<file path="config.mk">
export PLATFORM = sky130hd
export DESIGN_NAME = pwm_bank_flat
export DESIGN_NICKNAME = d
export VERILOG_FILES = /design/src/rtl/pwm_bank_if.sv /design/src/rtl/pwm_bank.sv /design/src/flat_wrapper.sv
export SDC_FILE = /design/constraint.sdc
export NUM_CORES = 1
export LEC_CHECK = 0
export ABC_AREA = 1
export CAP_MARGIN = 20
export CORE_ASPECT_RATIO = 0.6
export CORE_UTILIZATION = 60
export DETAILED_ROUTE_END_ITERATION = 10
export GPL_TIMING_DRIVEN = 0
export PLACE_DENSITY = 0.85
export SLEW_MARGIN = 25
export SYNTH_ARGS = -nofsm -noshare
export SYNTH_HDL_FRONTEND = slang
export SYNTH_SLANG_ARGS = --single-unit
</file>
<file path="constraint.sdc">
create_clock -name clk_i -period 9.75 [get_ports clk_i]
set_clock_uncertainty 0.05 [all_clocks]
set_input_delay 1.95 -clock clk_i [delete_from_list [all_inputs] [get_ports clk_i]]
set_output_delay 1.95 -clock clk_i [all_outputs]
set_load 0.01 [all_outputs]
</file>
<file path="src/rtl/pwm_bank_if.sv">
// Channel compare-value write port for pwm_bank: one strobe carries channel, ON/OFF words and commit mode.
interface pwm_bank_if #(
  parameter int CH_W  = 4,
  parameter int CNT_W = 12
);
  logic             wr_en_i;
  logic [CH_W-1:0]  wr_ch_i;
  logic [CNT_W:0]   wr_on_i;
  logic [CNT_W:0]   wr_off_i;
  logic             commit_mode_i;

  modport master (output wr_en_i, wr_ch_i, wr_on_i, wr_off_i, commit_mode_i);
  modport slave  (input  wr_en_i, wr_ch_i, wr_on_i, wr_off_i, commit_mode_i);
endinterface

</file>
<file path="src/rtl/pwm_bank.sv">
// Bank of NUM_CH PWM channels sharing one prescaled period counter; per-channel staged/active ON-OFF pairs
// with wrap-synchronous or immediate commit. pwm_o lags counter_o by one clock.
module pwm_bank #(
  parameter int NUM_CH = 16,
  parameter int CNT_W  = 12,
  parameter int PRE_W  = 8
) (
  input  logic              clk_i,
  input  logic              rst_i,
  input  logic              enable_i,
  input  logic [PRE_W-1:0]  prescale_i,
  pwm_bank_if.slave         wr_if,
  input  logic              invert_i,
  input  logic              out_en_i,
  input  logic              idle_level_i,
  output logic [NUM_CH-1:0] pwm_o,
  output logic [CNT_W-1:0]  counter_o,
  output logic              tick_o,
  output logic              pending_o
);
  localparam logic [CNT_W:0] RST_OFF = {1'b1, {CNT_W{1'b0}}};

  logic [PRE_W-1:0]  pre_q, pre_d;
  logic [CNT_W-1:0]  cnt_q, cnt_d;
  logic              tick_q, pending_q, pending_d;
  logic              step, wrap;
  logic [NUM_CH-1:0] pwm_q, pwm_d;
  logic [NUM_CH-1:0] pend_q, pend_d;
  logic [NUM_CH-1:0] lvl;
  logic [CNT_W:0]    stg_on_q  [NUM_CH];
  logic [CNT_W:0]    stg_off_q [NUM_CH];
  logic [CNT_W:0]    act_on_q  [NUM_CH];
  logic [CNT_W:0]    act_off_q [NUM_CH];
  logic [CNT_W:0]    stg_on_d  [NUM_CH];
  logic [CNT_W:0]    stg_off_d [NUM_CH];
  logic [CNT_W:0]    act_on_d  [NUM_CH];
  logic [CNT_W:0]    act_off_d [NUM_CH];
  logic              wr_hit;
  int                wr_idx;

  always_comb begin
    pre_d = pre_q;
    step  = 1'b0;
    if (!enable_i) begin
      pre_d = '0;
    end else if (pre_q == prescale_i) begin
      pre_d = '0;
      step  = 1'b1;
    end else begin
      pre_d = pre_q + 1'b1;
    end
    cnt_d = step ? cnt_q + 1'b1 : cnt_q;
    wrap  = step && (cnt_q == {CNT_W{1'b1}});
  end

  assign wr_idx = int'(wr_if.wr_ch_i);
  assign wr_hit = wr_if.wr_en_i && (wr_idx < NUM_CH);

  // Commit runs before the write so a mode-0 write on the wrap edge stays pending for a full period.
  always_comb begin
    for (int i = 0; i < NUM_CH; i++) begin
      stg_on_d[i]  = stg_on_q[i];
      stg_off_d[i] = stg_off_q[i];
      act_on_d[i]  = act_on_q[i];
      act_off_d[i] = act_off_q[i];
      pend_d[i]    = pend_q[i];
      if (wrap && pend_q[i]) begin
        act_on_d[i]  = stg_on_q[i];
        act_off_d[i] = stg_off_q[i];
        pend_d[i]    = 1'b0;
      end
      if (wr_hit && (wr_idx == i)) begin
        stg_on_d[i]  = wr_if.wr_on_i;
        stg_off_d[i] = wr_if.wr_off_i;
        if (wr_if.commit_mode_i) begin
          act_on_d[i]  = wr_if.wr_on_i;
          act_off_d[i] = wr_if.wr_off_i;
          pend_d[i]    = 1'b0;
        end else begin
          pend_d[i]    = 1'b1;
        end
      end
    end
    pending_d = |pend_d;
  end

  always_comb begin
    for (int i = 0; i < NUM_CH; i++) begin
      lvl[i] = 1'b0;
      if (act_off_q[i][CNT_W]) begin
        lvl[i] = 1'b0;
      end else if (act_on_q[i][CNT_W]) begin
        lvl[i] = 1'b1;
      end else if (act_on_q[i][CNT_W-1:0] < act_off_q[i][CNT_W-1:0]) begin
        lvl[i] = (cnt_q >= act_on_q[i][CNT_W-1:0]) && (cnt_q < act_off_q[i][CNT_W-1:0]);
      end else if (act_on_q[i][CNT_W-1:0] > act_off_q[i][CNT_W-1:0]) begin
        lvl[i] = (cnt_q >= act_on_q[i][CNT_W-1:0]) || (cnt_q < act_off_q[i][CNT_W-1:0]);
      end
      pwm_d[i] = out_en_i ? (lvl[i] ^ invert_i) : idle_level_i;
    end
  end

  always_ff @(posedge clk_i or posedge rst_i) begin
    if (rst_i) begin
      pre_q     <= '0;
      cnt_q     <= '0;
      tick_q    <= 1'b0;
      pending_q <= 1'b0;
      pwm_q     <= '0;
      pend_q    <= '0;
      for (int i = 0; i < NUM_CH; i++) begin
        stg_on_q[i]  <= '0;
        stg_off_q[i] <= RST_OFF;
        act_on_q[i]  <= '0;
        act_off_q[i] <= RST_OFF;
      end
    end else begin
      pre_q     <= pre_d;
      cnt_q     <= cnt_d;
      tick_q    <= wrap;
      pending_q <= pending_d;
      pwm_q     <= pwm_d;
      pend_q    <= pend_d;
      for (int i = 0; i < NUM_CH; i++) begin
        stg_on_q[i]  <= stg_on_d[i];
        stg_off_q[i] <= stg_off_d[i];
        act_on_q[i]  <= act_on_d[i];
        act_off_q[i] <= act_off_d[i];
      end
    end
  end

  assign pwm_o     = pwm_q;
  assign counter_o = cnt_q;
  assign tick_o    = tick_q;
  assign pending_o = pending_q;
endmodule

</file>
<file path="src/flat_wrapper.sv">
// flat-port wrapper written by rule: the top's interface ports become plain ports
module pwm_bank_flat 
#(
  parameter int NUM_CH = 16,
  parameter int CNT_W  = 12,
  parameter int PRE_W  = 8
)
  (clk_i, rst_i, enable_i, prescale_i, invert_i, out_en_i, idle_level_i, pwm_o, counter_o, tick_o, pending_o, wr_if_wr_en_i, wr_if_wr_ch_i, wr_if_wr_on_i, wr_if_wr_off_i, wr_if_commit_mode_i);
  pwm_bank_if #(.CH_W(2), .CNT_W(CNT_W)) wr_if_i ();
  input  logic clk_i;
  input  logic rst_i;
  input  logic enable_i;
  input  logic [PRE_W-1:0] prescale_i;
  input  logic invert_i;
  input  logic out_en_i;
  input  logic idle_level_i;
  output logic [NUM_CH-1:0] pwm_o;
  output logic [CNT_W-1:0] counter_o;
  output logic tick_o;
  output logic pending_o;
  input wire logic [$bits(wr_if_i.wr_en_i)-1:0] wr_if_wr_en_i;
  input wire logic [$bits(wr_if_i.wr_ch_i)-1:0] wr_if_wr_ch_i;
  input wire logic [$bits(wr_if_i.wr_on_i)-1:0] wr_if_wr_on_i;
  input wire logic [$bits(wr_if_i.wr_off_i)-1:0] wr_if_wr_off_i;
  input wire logic [$bits(wr_if_i.commit_mode_i)-1:0] wr_if_commit_mode_i;
  assign wr_if_i.wr_en_i = wr_if_wr_en_i;
  assign wr_if_i.wr_ch_i = wr_if_wr_ch_i;
  assign wr_if_i.wr_on_i = wr_if_wr_on_i;
  assign wr_if_i.wr_off_i = wr_if_wr_off_i;
  assign wr_if_i.commit_mode_i = wr_if_commit_mode_i;
  pwm_bank #(.NUM_CH(NUM_CH), .CNT_W(CNT_W), .PRE_W(PRE_W)) u_core (.clk_i(clk_i), .rst_i(rst_i), .enable_i(enable_i), .prescale_i(prescale_i), .wr_if(wr_if_i), .invert_i(invert_i), .out_en_i(out_en_i), .idle_level_i(idle_level_i), .pwm_o(pwm_o), .counter_o(counter_o), .tick_o(tick_o), .pending_o(pending_o));
endmodule
</file>
# Word level (Yosys, flattened, before mapping)
# Index checks and enable logic that the tools add are counted.
# op_classes
addsub	2
n_lt_le_gt_ge	17
n_eq_ne	5
mux	70
bitwise_logic	4
n_reduce_logical	32
# op_table
cell	n
$mux 13	24
$lt 12x12->1	8
$ge 12x12->1	4
$gt 12x12->1	4
$mux 1	44
$logic_not 32->1	1
$logic_and 1x1->1	26
$mux 8	2
$reduce_or 16->1	1
$add 12x1->12 const B	1
$eq 12x12->1 const B	1
$add 8x1->8 const B	1
$eq 8x8->1	1
$lt 2x5->1 const B	1
$eq 2x2->1 const B	2
$logic_or 1x1->1	4
$xor 1x1->1	4
$eq 2x1->1 const B	1
# totals
regBits	251
out_inout_bits	30
word_cells	152

# Depth between registers and ports, before layout
# Gate-level depths: netlist (run 1).
# logic_depth
word_depth	8
mapped_depth	16

# Least setup slack after synthesis (run 1)
# No wires, ideal clock.
# synth_timing
kind	input -> register
start	input port prescale_i[1]
end	register u_core.act_off_q[160] (netlist name)
setup_time_ps	123
arrival_ps	3207
required_ps	9577
path_slack_ps	6370
stages	10
n_path_buf	2
cell_sequence	xnor2_1 -> nand2_1 -> nor2_2 -> nand3_4 -> clkinv_2 -> buf_6 -> nand3_4 -> buf_2 -> a21oi_1 -> a21oi_2
# synth_rtl
element	line	source
from (decl)	flat_wrapper.sv:13	input logic [PRE_W-1:0] prescale_i;
to (signal, indexed assignment)	pwm_bank.sv:128	act_off_q[i] <= act_off_d[i];
to (decl)	pwm_bank.sv:33	logic [CNT_W:0] act_off_q [NUM_CH];

# Final worst setup path (run 1)
# layout_timing
start	register u_core.cnt_q[4], in the netlist u_core.counter_o[4]
end	output port counter_o[4]
# layout_rtl
element	line	source
from (decl)	pwm_bank.sv:24	logic [CNT_W-1:0] cnt_q, cnt_d;
from (signal assigned)	pwm_bank.sv:119	cnt_q <= cnt_d;
to (decl)	flat_wrapper.sv:18	output logic [CNT_W-1:0] counter_o;
# No word-level cell between the ends.

==> results.yml, run 1 <==
sta:
  worst_slack_ns: 5.51
  worst_pin_slew_ns: 1.01
  max_slew_margin_pct: 32.8
  fin_crit_sh_pct: 43.5
  min_period_ns: 4.24
  final_max_slew_viol_count: 0
  setup_viol: 0
  final_hold_viol_count: 0
  fmax_mhz: 236
  rsz0062_at_grt: "no"
route:
  num_vias: 13300
  wl_mm: 45.4
  avgRoutedWirePerCell_um: 19.5
  dr.pass1.iters: 6
  vias_per_cell: 5.71
  drtIter0Drc: 1425
  drc: 0
  ant_nets: 0
logic_synthesis:
  synth.area.top_cells: "dfrtp_1 (40%), nand2_1 (13%), ha_1 (12%)"
  synth_cell_types: 38
  synth_top_cell_by_area: "dfrtp_1"
  synth_nets: 2076
  netlist_area_um2: 15200
  yosysSeqAreaShare_pct: 41.5
  netlist_instances: 1890
  avgSynthCellArea_um2: 8.02
  yosysWarnings: 0
  ys_ff_latch: 251
  synth.top_cell.area_share_pct: 40.1
power:
  clockPowerShare_pct: 30.4
  intPower_uw: 2070
  p_sw_uw: 1060
  p_comb_share_pct: 25.4
  swShare_pct: 33.8
  powerDensity_nw_per_um2: 182
  seqPwrFrac_pct: 44.1
  p_leak_uw: 0.00898
  ir_drop_mv: 0.146
worst_setup_path:
  cp-start-kind: "flip-flop"
  r2r_cells: 12
  critical_path.slowest_cell: "dfrtp_1"
  rrSetupSlack_ns: 6.66
  crit_chain: "clkdlybuf4s50_1"
  r2r-start: "u_core.counter_o[1]$_DFFE_PP0P_"
  arrival_ns: 2.24
  crit_type: "flip-flop to output pin"
  cp.required_ns: 7.75
  crit_buf_inv: 1
  end_kind: "output pin"
  r2r-end: "u_core.pending_o$_DFF_PP0_"
  cpPeakStageDelay_ns: 1.01
  crit_fanout: 14
  critPathTopFamily: "flip-flops"
placed_design:
  place_congestion: 1.05
  place_hpwl_mm: 34.2
  pre_cts_ws_ns: 5.28
  io_buffers: 73
worst_hold_path:
  hold_depth: 2
  min_from: "u_core.pend_q[5]$_DFF_PP0_"
  hold_path_end: "u_core.pend_q[5]$_DFF_PP0_"
  hold_path_class: "flip-flop to flip-flop"
cts:
  cts_hold_buf: 0
  path_clk_slew_ns: 0.06
  postCtsSetupBuffers: 0
  cts_buffers: 24
  cts_max_path_buffers: 3
  cts_max_level: 1
  clk_latency_ns: 0.54
  cts_tree: "done"
  cts_sinks: 251
  root_buffer: "clkbuf_16"
  cts_resized: 0
run_status:
  status: "finished, final reports clean"
final_layout:
  fin_util_pct: 70.1
  final_cell_mix: "nand2_1 (505), inv_1 (261), dfrtp_1 (243)"
  fin_nets: 2178
  drive_gt1_share_pct: 12.6
  area_delta_synth_final_pct: 13.3
  n_fill_cell: 1896
  final_common_cell: "nand2_1"
die:
  core_area_um2: 24500
  core.rowCount: 44
  die_x_um: 207
  design.die.area_um2: 25900
  ioPinCount: 74
  initial_utilization_pct: 61.9
  dieHeight_um: 125
grt:
  grt_pass1_vias: 12800
  grt_start_max_net_pins: 79
  grt.overflow.total: 0
  grt_pass1_wl_mm: 70.8
  antenna_found_initial: 0
  grt_usage_pct: 35.9
run:
  maxCapViolations: 0
## power by group through the flow
stage	Sequential, uW	Combinational [uW]	Clock, uW
finish	1380	795	951
global placement	1380	721	0
global route	1390	900	1000
detailed placement	1380	772	0
CTS	1370	780	956
floorplan	1330	547	0
## metal layers
layer | global-route usage (%) | vias to the layer above | routed length [um]
li1 | - | 6179 | -
met1 | 51.0 | 6375 | 19900
met5 | 0 | - | 0
met2 | 50.9 | 658 | 18100
met4 | 10.3 | 0 | 1490
met3 | 13.6 | 113 | 6020
## cell usage after synthesis (all sizes together)
cell,instances
and3,1
dfstp,8
a21oi,212
o21ai,117
ha,142
xor2,9
clkinv,2
dfrtp,243
nand3b,1
nand2,565
clkbuf,35
buf,30
nand3,48
nor2,169
a31oi,1
a21o,4
o41ai,3
nor3,9
xnor2,12
inv,272
nand4,6
nor4,1
## metrics by stage
step | hold WS (ns) | TNS, ns | cells | area (um2) | power (uW)
floorplan | 0.387 | 0 | 1890 | 15200 | 1870
global placement | 0.401 | -509.58 | 2285 | 16300 | 2100
detailed placement | 0.407 | 0 | 2288 | 16400 | 2160
CTS | 0.423 | 0 | 2332 | 17200 | 3100
global route | 0.437 | 0 | 2332 | 17200 | 3290
finish | 0.422 | 0 | 2334 | 17200 | 3120
## sequential cells by signal (all words and copies together) (netlist names)
name,cells
u_core.act_off_q,52
u_core.act_on_q,52
u_core.stg_off_q,52
u_core.stg_on_q,52
u_core.pend_q,16
u_core.counter_o,12
u_core.pre_q,8
u_core.pwm_o,5
u_core.pending_o,1
u_core.tick_o,1
## worst max-delay path by stage
| stage | start | slack, ns | cells past startpoint | to |
|---|---|---|---|---|
| after floorplan | rst_i | 0.86 | 1 | u_core.act_off_q[156]$_DFF_PP0_ |
| after global placement | rst_i | -2.14 | 2 | u_core.act_on_q[161]$_DFF_PP0_ |
| after detailed placement | wr_if_wr_ch_i[1] | 5.28 | 8 | u_core.act_on_q[161]$_DFF_PP0_ |
| after CTS | u_core.counter_o[4]$_DFFE_PP0P_ | 5.54 | 1 | counter_o[4] |
| after global routing | u_core.counter_o[4]$_DFFE_PP0P_ | 5.47 | 1 | counter_o[4] |
| final | u_core.counter_o[4]$_DFFE_PP0P_ | 5.51 | 1 | counter_o[4] |
## cells by family (layout without fill, tap and decap cells)
group           Yosys count  in the layout  share of synthesized area [%]
simple gates            800            800                           22.6
buf+inv                 339            459                           9.48
compound gates          337            337                           13.5
flops                   251            251                           41.5
fa+ha+maj               142            142                           11.7
xor+xnor                 21             21                           1.21
other cells               0              2                              0
## area by class of cell
type	count	area (um2)	area share, %
Clock buffer	34	679	3.96
Buffer	65	407	2.37
Clock inverter	10	105	0.612
Inverter	274	1040	6.04
Timing Repair Buffer	76	813	4.74
Multi-Input combinational cell	1300	7430	43.3
Antenna cell	2	5.00	0.0292
Sequential cell	251	6290	36.6
Tap cell	322	403	2.35
(Power assumes the default switching activity.)
==> run 2: changes to the inputs <==
==> constraint.sdc (replaced) <==
create_clock -name clk_i -period 4 [get_ports clk_i]
set_clock_uncertainty 0.05 [all_clocks]
set_input_delay 0.8 -clock clk_i [delete_from_list [all_inputs] [get_ports clk_i]]
set_output_delay 0.8 -clock clk_i [all_outputs]
set_load 0.01 [all_outputs]
==> results.yml, run 2 (synthesized netlist as in run 1, its figures left out) <==
die:
  design.die.area_um2: 25900
  core.rowCount: 44
  die_x_um: 207
  initial_utilization_pct: 61.9
  dieHeight_um: 125
  ioPinCount: 74
  core_area_um2: 24500
cts:
  cts_resized: 0
  cts_tree: "done"
  cts_buffers: 24
  cts_max_level: 1
  cts_hold_buf: 0
  clk_latency_ns: 0.54
  cts_sinks: 251
  cts_max_path_buffers: 3
  path_clk_slew_ns: 0.07
  postCtsSetupBuffers: 0
  root_buffer: "clkbuf_16"
worst_setup_path:
  crit_type: "flip-flop to flip-flop"
  r2r_cells: 12
  crit_fanout: 11
  cp-start-kind: "flip-flop"
  cp.required_ns: 4.36
  r2r-end: "u_core.pending_o$_DFF_PP0_"
  rrSetupSlack_ns: 0.88
  r2r-start: "u_core.counter_o[1]$_DFFE_PP0P_"
  arrival_ns: 3.49
  end_kind: "flip-flop"
power:
  p_sw_uw: 2630
  ir_drop_mv: 0.384
  swShare_pct: 33.9
  seqPwrFrac_pct: 43.0
  intPower_uw: 5140
  p_leak_uw: 0.00906
  p_comb_share_pct: 25.5
  clockPowerShare_pct: 31.4
  powerDensity_nw_per_um2: 448
placed_design:
  placed_cell_area_um2: 16500
  io_buffers: 73
  place_congestion: 0.990
  placed_cells: 2294
  place_hpwl_mm: 34.8
route:
  vias_per_cell: 5.73
  num_vias: 13400
  drc: 0
  ant_nets: 0
  avgRoutedWirePerCell_um: 19.6
  wl_mm: 45.9
  drtIter0Drc: 1377
  dr.pass1.iters: 6
grt:
  grt_start_max_net_pins: 33
  grt.overflow.total: 0
  grt_pass1_vias: 13000
  grt_usage_pct: 35.9
  antenna_found_initial: 1
  grt_pass1_wl_mm: 71.1
sta:
  final_hold_viol_count: 0
  fmax_mhz: 320
  max_slew_margin_pct: 36.2
  rsz0062_at_grt: "no"
  setup_viol: 0
  final_max_slew_viol_count: 0
  worst_pin_slew_ns: 0.957
  fin_crit_sh_pct: 78.1
  min_period_ns: 3.12
run:
  maxCapViolations: 0
final_layout:
  final_common_cell: "nand2_1"
  finish.instance_area_um2: 17300
  drive_gt1_share_pct: 13.2
  final_cell_mix: "nand2_1 (505), inv_1 (261), dfrtp_1 (243)"
  fin_nets: 2184
  diodes: 0
  n_fill_cell: 1899
  area_delta_synth_final_pct: 14.4
  layout.cells.non_filler: 2338
worst_hold_path:
  hold_path_end: "u_core.pend_q[14]$_DFF_PP0_"
  hold_depth: 2
  min_from: "u_core.pend_q[14]$_DFF_PP0_"
  hold_path_class: "flip-flop to flip-flop"
run_status:
  status: "finished, final reports clean"
run 2: cell types whose count changed in the layout (fill, tap and decap cells not counted):
cell        change
inv_6           +1
clkbuf_1        -7
inv_8           -1
clkinvlp_4      +1
clkbuf_8        +5
buf_12          +7
clkinv_4        +1
buf_16          -1
diode_2         -2
run 2: worst max-delay path by stage:
stage,from,end,slack (ns),depth (start not counted)
6_report,u_core.counter_o[1]$_DFFE_PP0P_,u_core.pending_o$_DFF_PP0_,0.88,12
3_5_place_dp,wr_if_wr_ch_i[1],u_core.act_on_q[167]$_DFF_PP0_,0.67,8
5_1_grt,u_core.counter_o[1]$_DFFE_PP0P_,u_core.pending_o$_DFF_PP0_,0.77,12
4_1_cts,u_core.counter_o[1]$_DFFE_PP0P_,u_core.pending_o$_DFF_PP0_,0.96,12
2_1_floorplan,rst_i,u_core.act_off_q[156]$_DFF_PP0_,-0.15,1
3_3_place_gp,rst_i,u_core.act_on_q[162]$_DFF_PP0_,-1.91,2
run 2: area by class of cell:
class	count	area [um2]	area share (%)
Sequential cell	251	6290	36.3
Multi-Input combinational cell	1300	7430	42.9
Clock inverter	12	123	0.707
Inverter	274	1030	5.96
Timing Repair Buffer	82	926	5.34
Tap cell	322	403	2.32
Clock buffer	32	722	4.17
Buffer	65	407	2.35
run 2: per-layer routing:
| layer | up-vias | track usage (%) | part of all wire (%) |
|---|---|---|---|
| met5 | - | 0 | 0 |
| met4 | 0 | 9.48 | 2.6 |
| met3 | 92 | 14.3 | 14 |
| met2 | 697 | 51.7 | 41 |
| met1 | 6418 | 50.2 | 42 |
| li1 | 6186 | - | - |
run 2: power groups by stage:
stage / sequential, uW / clock, uW / combinational [uW]
after CTS: 3320 / 2440 / 1940
after global routing: 3370 / 2550 / 2240
after detailed placement: 3360 / 0 / 1920
final: 3340 / 2440 / 1980
after floorplan: 3230 / 0 / 1330
after global placement: 3350 / 0 / 1780
run 2: critical path, stage by stage, from the launching register on:
cell and delay, ns:
dfrtp_1 0.84, ha_1 0.30, nand2_1 0.05, nor2_1 0.20, nand2_1 0.19, nor2_4 0.33, nand4_2 0.41, nand2_1 0.15
nand2_1 0.06, nand2_1 0.09, nand2_1 0.07, nor2_1 0.16, nand2_1 0.09
run 2: per-stage QoR:
step	util (%)	hold WS, ns	total power (uW)	worst slack (ns)	setup TNS, ns
2_1_floorplan	-	0.387	4570	-0.145	-35.27
3_3_place_gp	66.5	0.401	5130	-1.91	-459.56
3_5_place_dp	67.3	0.407	5280	0.669	0
4_1_cts	70.7	0.425	7700	0.955	0
5_1_grt	70.7	0.439	8160	0.766	0
6_report	70.7	0.425	7770	0.876	0
==> run 3: changes to the inputs <==
--- a/config.mk
+++ b/config.mk
@@ -8,10 +8,10 @@
 export ABC_AREA = 1
 export CAP_MARGIN = 20
 export CORE_ASPECT_RATIO = 0.6
-export CORE_UTILIZATION = 60
+export CORE_UTILIZATION = 55
 export DETAILED_ROUTE_END_ITERATION = 10
 export GPL_TIMING_DRIVEN = 0
-export PLACE_DENSITY = 0.85
+export PLACE_DENSITY = 0.83
 export SLEW_MARGIN = 25
 export SYNTH_ARGS = -nofsm -noshare
 export SYNTH_HDL_FRONTEND = slang
==> constraint.sdc (replaced) <==
create_clock -name clk_i -period 2.6 [get_ports clk_i]
set_clock_uncertainty 0.05 [all_clocks]
set_input_delay 0.52 -clock clk_i [delete_from_list [all_inputs] [get_ports clk_i]]
set_output_delay 0.52 -clock clk_i [all_outputs]
set_load 0.01 [all_outputs]
==> results.yml, run 3 (synthesized netlist as in run 1, its figures left out) <==
grt:
  grt_start_max_net_pins: 32
  grt_usage_pct: 34.1
  grt_pass1_vias: 13100
  antenna_found_initial: 1
  grt_pass1_wl_mm: 72.4
  grt.overflow.total: 0
worst_hold_path:
  hold_path_class: "input pin to async pin"
sta:
  final_hold_viol_count: 0
  worst_pin_slew_ns: 0.747
  timing.hold.ws_ns: 0.355
  worst_slack_ns: 0.108
  min_period_ns: 2.49
  setup_viol: 0
  fin_crit_sh_pct: 95.8
  final_max_slew_viol_count: 0
  fmax_mhz: 401
  max_slew_margin_pct: 50.2
final_layout:
  fin_nets: 2188
  diodes: 0
  fin_util_pct: 65.2
  area_delta_synth_final_pct: 15.2
  layout.cells.non_filler: 2377
  final_common_cell: "nand2_1"
  drive_gt1_share_pct: 13.6
  n_fill_cell: 2201
  final_cell_mix: "nand2_1 (505), inv_1 (261), dfrtp_1 (232)"
placed_design:
  place_congestion: 0.979
  io_buffers: 73
  pre_cts_ws_ns: -0.395
  placed_cells: 2333
  place_hpwl_mm: 35.6
die:
  ioPinCount: 74
  core_area_um2: 26800
  dieHeight_um: 131
  die_x_um: 216
  design.die.area_um2: 28200
  core.rowCount: 46
  initial_utilization_pct: 56.6
worst_setup_path:
  crit_chain: "clkdlybuf4s50_1 -> inv_2 -> nor3_1 -> inv_2 -> nor2_2 -> inv_2 -> clkbuf_1 -> nor2_1 -> a21oi_2"
  cp-start-kind: "input pin"
  crit_top_cell: "inv_2"
  crit_fanout: 10
  arrival_ns: 2.86
  cpPeakStageDelay_ns: 0.55
  crit_type: "input pin to flip-flop"
  cp.required_ns: 2.97
  critPathTopFamily: "buffers and inverters"
  end_kind: "flip-flop"
  critical_path.slowest_cell: "clkdlybuf4s50_1"
  crit_buf_inv: 5
route:
  drtIter0Drc: 1293
  drc: 0
  vias_per_cell: 5.65
  num_vias: 13400
  avgRoutedWirePerCell_um: 19.7
  ant_nets: 0
  dr.pass1.iters: 7
  wl_mm: 46.8
cts:
  root_buffer: "clkbuf_16"
  cts_sinks: 251
  cts_tree: "done"
  cts_hold_buf: 0
  cts_max_level: 1
  cts_max_path_buffers: 3
  cts_buffers: 23
  path_clk_slew_ns: 0.07
  clk_latency_ns: 0.54
power:
  p_leak_uw: 0.00906
  powerDensity_nw_per_um2: 686
  p_total_uw: 12000
  ir_drop_mv: 0.452
run:
  maxCapViolations: 0
run_status:
  status: "finished, final reports clean"
[run 3: cell types whose count changed in the layout (fill, tap and decap cells not counted), sizes merged]
cell	previous run	this run
clkinv	9	3
clkbuf	67	71
buf	39	42
bufinv	2	4
clkinvlp	3	2
inv	272	271
[run 3: layout make-up]
class                   count  area, um2  share of cell area (%)
well taps                 360        450                    2.58
clock inverters             6        134                   0.767
inverters                 274       1040                    5.94
multi-input cells        1300       7450                    42.7
flip-flops and latches    251       6310                    36.1
clock buffers              34        657                    3.76
plain buffers              65        409                    2.34
repair buffers             87       1020                    5.82
[run 3: timing repair]
action / CTS / global route
gates resized for setup: 11 / 7
buffers inserted: 0 / 4
endpoints found under the setup margin: 109 / 51
pin swaps: 0 / 1
[run 3: tightest hold or removal path, cell delays in order]
cell             delay [ns]
clkdlybuf4s50_1        0.44
clkinvlp_4             0.13
buf_12                 0.20
[run 3: power by group]
part / internal (uW) / leakage [uW] / switching [uW] / total [uW]
sequential: 4550 / 0.00301 / 626 / 5180
clock: 2140 / 0.000385 / 1540 / 3690
combinational: 1210 / 0.00567 / 1900 / 3110
total: 7910 / 0.00906 / 4070 / 12000
[run 3: final timing paths]
path | from | to | slack, ns | cells past startpoint
max | wr_if_wr_ch_i[0] | u_core.act_on_q[187]$_DFF_PP0_ | 0.11 | 9
min | rst_i | u_core.stg_off_q[170]$_DFFE_PP0P_ | 0.36 | 3
max reg2reg | u_core.counter_o[2]$_DFFE_PP0P_ | u_core.act_off_q[173]$_DFF_PP0_ | 0.11 | 10
min reg2reg | u_core.pend_q[4]$_DFF_PP0_ | u_core.pend_q[4]$_DFF_PP0_ | 0.43 | 2
max in group asynchronous | rst_i | u_core.act_off_q[194]$_DFF_PP1_ | 1.27 | 6
min in group clk_i | u_core.pend_q[4]$_DFF_PP0_ | u_core.pend_q[4]$_DFF_PP0_ | 0.43 | 2
[run 3: per-layer routing]
metal	part of all wire, %	vias up	track usage (%)
met5	0.44	-	3.67
met1	42	6402	45.7
met3	15	114	15.0
met4	3.8	4	11.8
met2	40	722	48.9
li1	-	6187	-
[run 3: per-stage QoR]
| stage | area [um2] | TNS (ns) |
|---|---|---|
| 6_report | 17500 | 0 |
| 4_1_cts | 17400 | 0 |
| 2_1_floorplan | 15200 | -310.62 |
| 5_1_grt | 17500 | -0.000576 |
| 3_5_place_dp | 16600 | -28.66 |
| 3_3_place_gp | 16300 | -773.67 |
==> patch 1, RTL diff (config.mk and constraints of run 3) <==
`CNT_W` is set to 12 in 3 places; all go to 8.
--- a/src/rtl/pwm_bank_if.sv
+++ b/src/rtl/pwm_bank_if.sv
@@ -2,5 +2,5 @@
 interface pwm_bank_if #(
   parameter int CH_W  = 4,
-  parameter int CNT_W = 12
+  parameter int CNT_W = 8
 );
   logic             wr_en_i;
--- a/src/rtl/pwm_bank.sv
+++ b/src/rtl/pwm_bank.sv
@@ -3,5 +3,5 @@
 module pwm_bank #(
   parameter int NUM_CH = 16,
-  parameter int CNT_W  = 12,
+  parameter int CNT_W  = 8,
   parameter int PRE_W  = 8
 ) (
--- a/src/flat_wrapper.sv
+++ b/src/flat_wrapper.sv
@@ -3,5 +3,5 @@
 #(
   parameter int NUM_CH = 16,
-  parameter int CNT_W  = 12,
+  parameter int CNT_W  = 8,
   parameter int PRE_W  = 8
 )
Interface: changed (resized counter_o, wr_if_wr_off_i and wr_if_wr_on_i); port bits go from 74 to 62. The function was not compared with the original's and may differ.
==> patch 1 against run 3 <==
Global-route usage decreased by 2.2 points. Hold slack got worse by 15 ps. Sequential share of layout area grew 0.13 points. Area after synthesis is 28% lower. Worst setup slack better by 2.2 ps. Utilization increased by 0.84 points. Count of clock-buffer cells in the layout shrank 13. Wire length fell by 33%. Total power fell by 28%. Sequential cell count is 68 lower. Design area shrank 27%.
==> patch 1: results (changes against run 3) <==
{| class="wikitable"
! Metric !! Value
|-
| Status || completed
|-
| Clock network share of area || 0.04856 (+0.003264)
|-
| Layout buffer count excluding clock buffers || 130 (-14%)
|-
| Pin slew with the least headroom to its limit || 600.2 ps (-147.1 ps)
|-
| Net count of the mapped netlist || 1609 (-22%)
|-
| Worst slack at placement || -439.3 ps (-44.13 ps)
|-
| Register area share after synthesis || 0.4196 (+0.004458)
|-
| Hold slack || 340.4 ps (-15.11 ps)
|-
| Count of cell types in the netlist || 30 (-21%)
|-
| Buffers added on ports || 61 (-16%)
|-
| GPL Wtd Cong || 0.8951 (-8.6%)
|-
| Synth Area per Inst || 7.396 sq um (-7.8%)
|-
| Cell types with the highest counts after synthesis || 493 x nand2_1, 251 x inv_1, 175 x dfrtp_1
|-
| Multi-input logic area || 5082 sq um (-32%)
|-
| Final nets || 1698 (-22%)
|-
| Maximum vdd drop || 496.4 uV (+9.9%)
|-
| Invs w/o clock || 266 (-2.9%)
|-
| Clock tree buffer count of the final layout || 21 (-38%)
|-
| Via count of the first global-routing pass || 9774 (-26%)
|-
| Die area || 20470 sq um (-28%)
|-
| Synthesized-area fraction occupied by ao, oa, aoi and oai cells || 0.05960 (-0.07548)
|-
| Average via count per standard cell || 5.506 (-2.5%)
|-
| Number of buffers created by CTS || 17 (-26%)
|-
| Leakage power total || 7.004 nW (-23%)
|-
| Global-route wire length before repair || 49960 um (-31%)
|-
| Biggest area contributors in the synthesized netlist || dfrtp_1 40%, nand2_1 17%, ha_1 11%, inv_1 8.6%, nand3_1 5.0%
|-
| Sequential cell count of the final layout || 183 (-27%)
|-
| Number of multi-input combinational cells in the layout || 970 (-25%)
|-
| Adder-cell area share of the yosys netlist || 0.1075 (-0.009712)
|-
| Number of fill cells || 1584 (-28%)
|-
| Biggest fanout along the worst timing path || 13 (+3)
|-
| HPWL after detailed placement || 22130 um (-38%)
|-
| Placed cell area || 12010 sq um (-28%)
|}
## patch 1: changes by cell type in the layout (fill, tap and decap cells not counted), sizes merged, moves of 8 or more
cell,change
a21oi,-179
nor2,-99
dfrtp,-68
nand2,-67
nand3,+62
nand4,+51
ha,-48
o21ai,-43
clkbuf,-15
clkdlybuf4s50,-12
xnor2,-9
buf,-8
o21bai,+8
## patch 1: how the worst max path moves through the flow
stage | slack, ps | to
2_1_floorplan | -310 | u_core.act_off_q[108]
5_1_grt | -3 | u_core.act_on_q[108]
6_report | 110 | u_core.act_off_q[108]
3_5_place_dp | -440 | u_core.act_on_q[135]
4_1_cts | 1 | u_core.act_on_q[108]
3_3_place_gp | -1780 | u_core.act_on_q[110]
## patch 1: power groups by stage
stage / Sequential, W / Combinational, W / Clock (W)
floorplan: 0.00357 / 0.00158 / 0
global placement: 0.00366 / 0.00204 / 0
CTS: 0.00363 / 0.00223 / 0.00277
global route: 0.00367 / 0.00263 / 0.00290
detailed placement: 0.00367 / 0.00218 / 0
finish: 0.00364 / 0.00227 / 0.00277
## patch 1: timing repair
action                                  CTS  global route
setup buffers                             0             3
endpoints found under the setup margin   78            60
gates resized for setup                  10            16
pin swaps                                 0             1
## patch 1: routing by layer
| metal | routed length (um) | GRT usage |
|---|---|---|
| met5 | 0 | 0 |
| met4 | 911 | 0.1056 |
| met3 | 3840 | 0.1104 |
| met2 | 13130 | 0.4788 |
| met1 | 13450 | 0.4313 |
## patch 1: worst max-delay path, cell delays in order (launching register included)
cell and delay, ps:
dfrtp_2 690, nand3_1 290, inv_1 130, clkbuf_1 470, clkbuf_2 360, nand4_1 210, nand3_1 130, nand2_1 60
inv_1 50
## patch 1: kinds of logic after synthesis
logic type,count (synthesis)
compound gates,122
flops,183
fa+ha+maj,94
buf+inv,326
xor+xnor,9
simple gates,745
==> patch 2, RTL diff (settings of run 3) <==
Without the edit above. Register the output `counter_o` once more, without a reset; this adds one clock of latency there. The other outputs are not delayed to match.
--- a/src/rtl/pwm_bank.sv
+++ b/src/rtl/pwm_bank.sv
@@ -132,5 +132,7 @@
 
   assign pwm_o     = pwm_q;
-  assign counter_o = cnt_q;
+  always_ff @(posedge clk_i) begin
+    counter_o <= cnt_q;
+  end
   assign tick_o    = tick_q;
   assign pending_o = pending_q;
Formal check against the unedited RTL: not equivalent (Yosys sat finds a counterexample within 4 cycles, from zero or initial values and one cycle with rst_i high).
==> patch 2 against run 3 <==
Sequential share of layout area rose by 1.2 points. Design area rose by 0.67%. Register-to-register slack got worse by 40 ps. Sequential cell count rose by 12. Combinational power fell by 2%. Synthesized cell count rose by 2.5%. First-iteration DRC count rose by 33%. Area after synthesis fell by 0.11%. Worst setup slack got worse by 45 ps. Wire length rose by 11%. Total power rose by 4.9%.
==> patch 2: results (changes against run 3) <==
{| class="wikitable"
! Metric !! Value
|-
| Register area share after synthesis || 0.4314 (+0.01632)
|-
| Number of buffers created by CTS || 26 (+13%)
|-
| Critical Path Sink || u_core.act_on_q[178]
|-
| Final nets || 2238 (+2.3%)
|-
| Average via count per standard cell || 5.935 (+5.1%)
|-
| Depth of the most critical reg-to-reg path || 9 (-1)
|-
| Total power || 0.01257 W (+4.9%)
|-
| Cell types with the highest counts after synthesis || 477 x nand2_1, 275 x inv_1, 243 x dfrtp_1
|-
| Capture point of the worst reg-to-reg path || u_core.act_on_q[169]
|-
| Share of layout cells above drive strength 1 || 0.06564 (-0.07070)
|-
| Count of cell types in the netlist || 32 (-16%)
|-
| R2r setup slk || 70 ps (-40 ps)
|-
| Startpoint of the worst setup timing path || wr_if_wr_en_i
|-
| Worst slack at placement || -610.8 ps (-215.7 ps)
|-
| Maximum vdd drop || 634.9 uV (+41%)
|-
| Status || completed
|-
| Placed cell area || 16510 sq um (-0.35%)
|-
| Number of fill cells || 2256 (+2.5%)
|-
| TritonRoute pass-1 iters || 6 (-1)
|-
| Pin count of the biggest net entering global routing || 33 (+3.1%)
|-
| Kind of cell adding the most delay to the critical path || buffers and inverters
|-
| Number of DRC markers after the initial detailed-route iteration || 1722 (+33%)
|-
| Data arrival at the endpoint of the critical path || 2920 ps (+60 ps)
|-
| Tightest Hold Check Type || in2async
|-
| Slowest Stage Delay on Critical Path || 450 ps (-100 ps)
|-
| Leakage power total || 9.104 nW (+0.47%)
|-
| HPWL after detailed placement || 38830 um (+9.1%)
|-
| Overall track demand over capacity in global routing || 0.3760 (+0.03463)
|-
| Pin slew with the least headroom to its limit || 749.4 ps (+2.095 ps)
|-
| Clock latency of the later-clocked register in the worst-skew pair || 560 ps (+20 ps)
|-
| Per-cell routed wire length || 21.45 um (+8.9%)
|-
| Switching portion of total power || 0.3319 (-0.007540)
|-
| Async set-reset flop share out of synthesis || 0.9544 (-0.04563)
|-
| Slowest cell on the critical path || clkdlybuf4s50_1
|-
| Crit Reg-Reg Startpoint || u_core.cnt_q[4]
|-
| CTS Root Buffer Type || clkbuf_16
|-
| Number of antenna violations at the first check in global routing || 1 (unchanged)
|-
| Net count of the mapped netlist || 2123 (+2.3%)
|-
| Global-route wire length before repair || 78740 um (+8.7%)
|-
| GPL Wtd Cong || 1.031 (+5.3%)
|-
| Number of buffers on the longest clock path || 3 (unchanged)
|-
| Via count of the first global-routing pass || 13500 (+2.9%)
|-
| Dominant register cell in the synthesized netlist || dfrtp_1
|-
| Biggest area contributors in the synthesized netlist || dfrtp_1 40%, nand2_1 12%, ha_1 12%, a21oi_1 7.0%, inv_1 6.8%
|-
| Biggest fanout along the worst timing path || 10 (unchanged)
|-
| Buffers added on ports || 73 (unchanged)
|}
patch 2: changes by cell type after synthesis, moves of 19 or more:
| cell | change |
|---|---|
| a21oi_1 | +90 |
| a21oi_2 | -90 |
| clkbuf_1 | +19 |
| nand2_1 | -28 |
| nand2_2 | -60 |
| nand4_1 | +104 |
patch 2: cell type report:
cell class                      count  area (sq um)  area share
Clock buffer                       39         790.8     0.04500
Tap cell                          360         450.4     0.02563
Timing Repair Buffer               87         980.9     0.05582
Clock inverter                      9         156.4    0.008900
Multi-Input combinational cell   1298          7126      0.4055
Sequential cell                   263          6553      0.3729
Buffer                             90         434.2     0.02471
Inverter                          286          1082     0.06159
patch 2: repair_timing:
action | 4_1_cts | 5_1_grt
endpoints found under the setup margin | 123 | 93
resized for setup | 16 | 9
pin swaps | 1 | 1
setup buffers | 1 | 4
patch 2: how the worst min path moves through the flow:
stage	start	endpoint	slack, ps	cells past startpoint
floorplan	u_core.cnt_q[0]	u_core.counter_o[0]	330	0
global route	rst_i	u_core.pend_q[13]	170	2
CTS	rst_i	u_core.pend_q[12]	150	2
detailed placement	u_core.cnt_q[0]	u_core.counter_o[0]	380	0
global placement	u_core.cnt_q[0]	u_core.counter_o[0]	370	0
finish	rst_i	u_core.pend_q[12]	160	2
patch 2: power by group through the flow:
| stage | registers [W] | clock network, W | logic (W) |
|---|---|---|---|
| after floorplan | 0.00511 | 0 | 0.00204 |
| after global placement | 0.00534 | 0 | 0.00272 |
| after detailed placement | 0.00535 | 0 | 0.00294 |
| after CTS | 0.00529 | 0.00420 | 0.00297 |
| after global routing | 0.00536 | 0.00435 | 0.00346 |
| final | 0.00532 | 0.00419 | 0.00305 |
patch 2: through the flow:
| step | std cells | TNS, ps | utilization |
|---|---|---|---|
| after floorplan | 1937 | -310620 | - |
| after global placement | 2370 | -792720 | 0.6112 |
| after detailed placement | 2379 | -41400 | 0.6183 |
| after CTS | 2428 | 0 | 0.6551 |
| after global routing | 2432 | -180.6 | 0.6580 |
| final | 2432 | 0 | 0.6580 |
patch 2: per-layer routing:
metal,GRT usage,part of all wire
met3,0.1368,0.16
met1,0.5349,0.41
met2,0.5287,0.40
met4,0.1259,0.033
met5,0,0
patch 2: cells by family after synthesis:
| group | Yosys count | share of synthesized area |
|---|---|---|
| flip-flops | 263 | 0.4314 |
| XOR/XNOR | 19 | 0.01099 |
| adder cells (fa/ha/maj) | 142 | 0.1174 |
| buffers and inverters | 376 | 0.09926 |
| AO/OA/AOI/OAI | 326 | 0.1093 |
| AND/OR/NAND/NOR | 811 | 0.2317 |
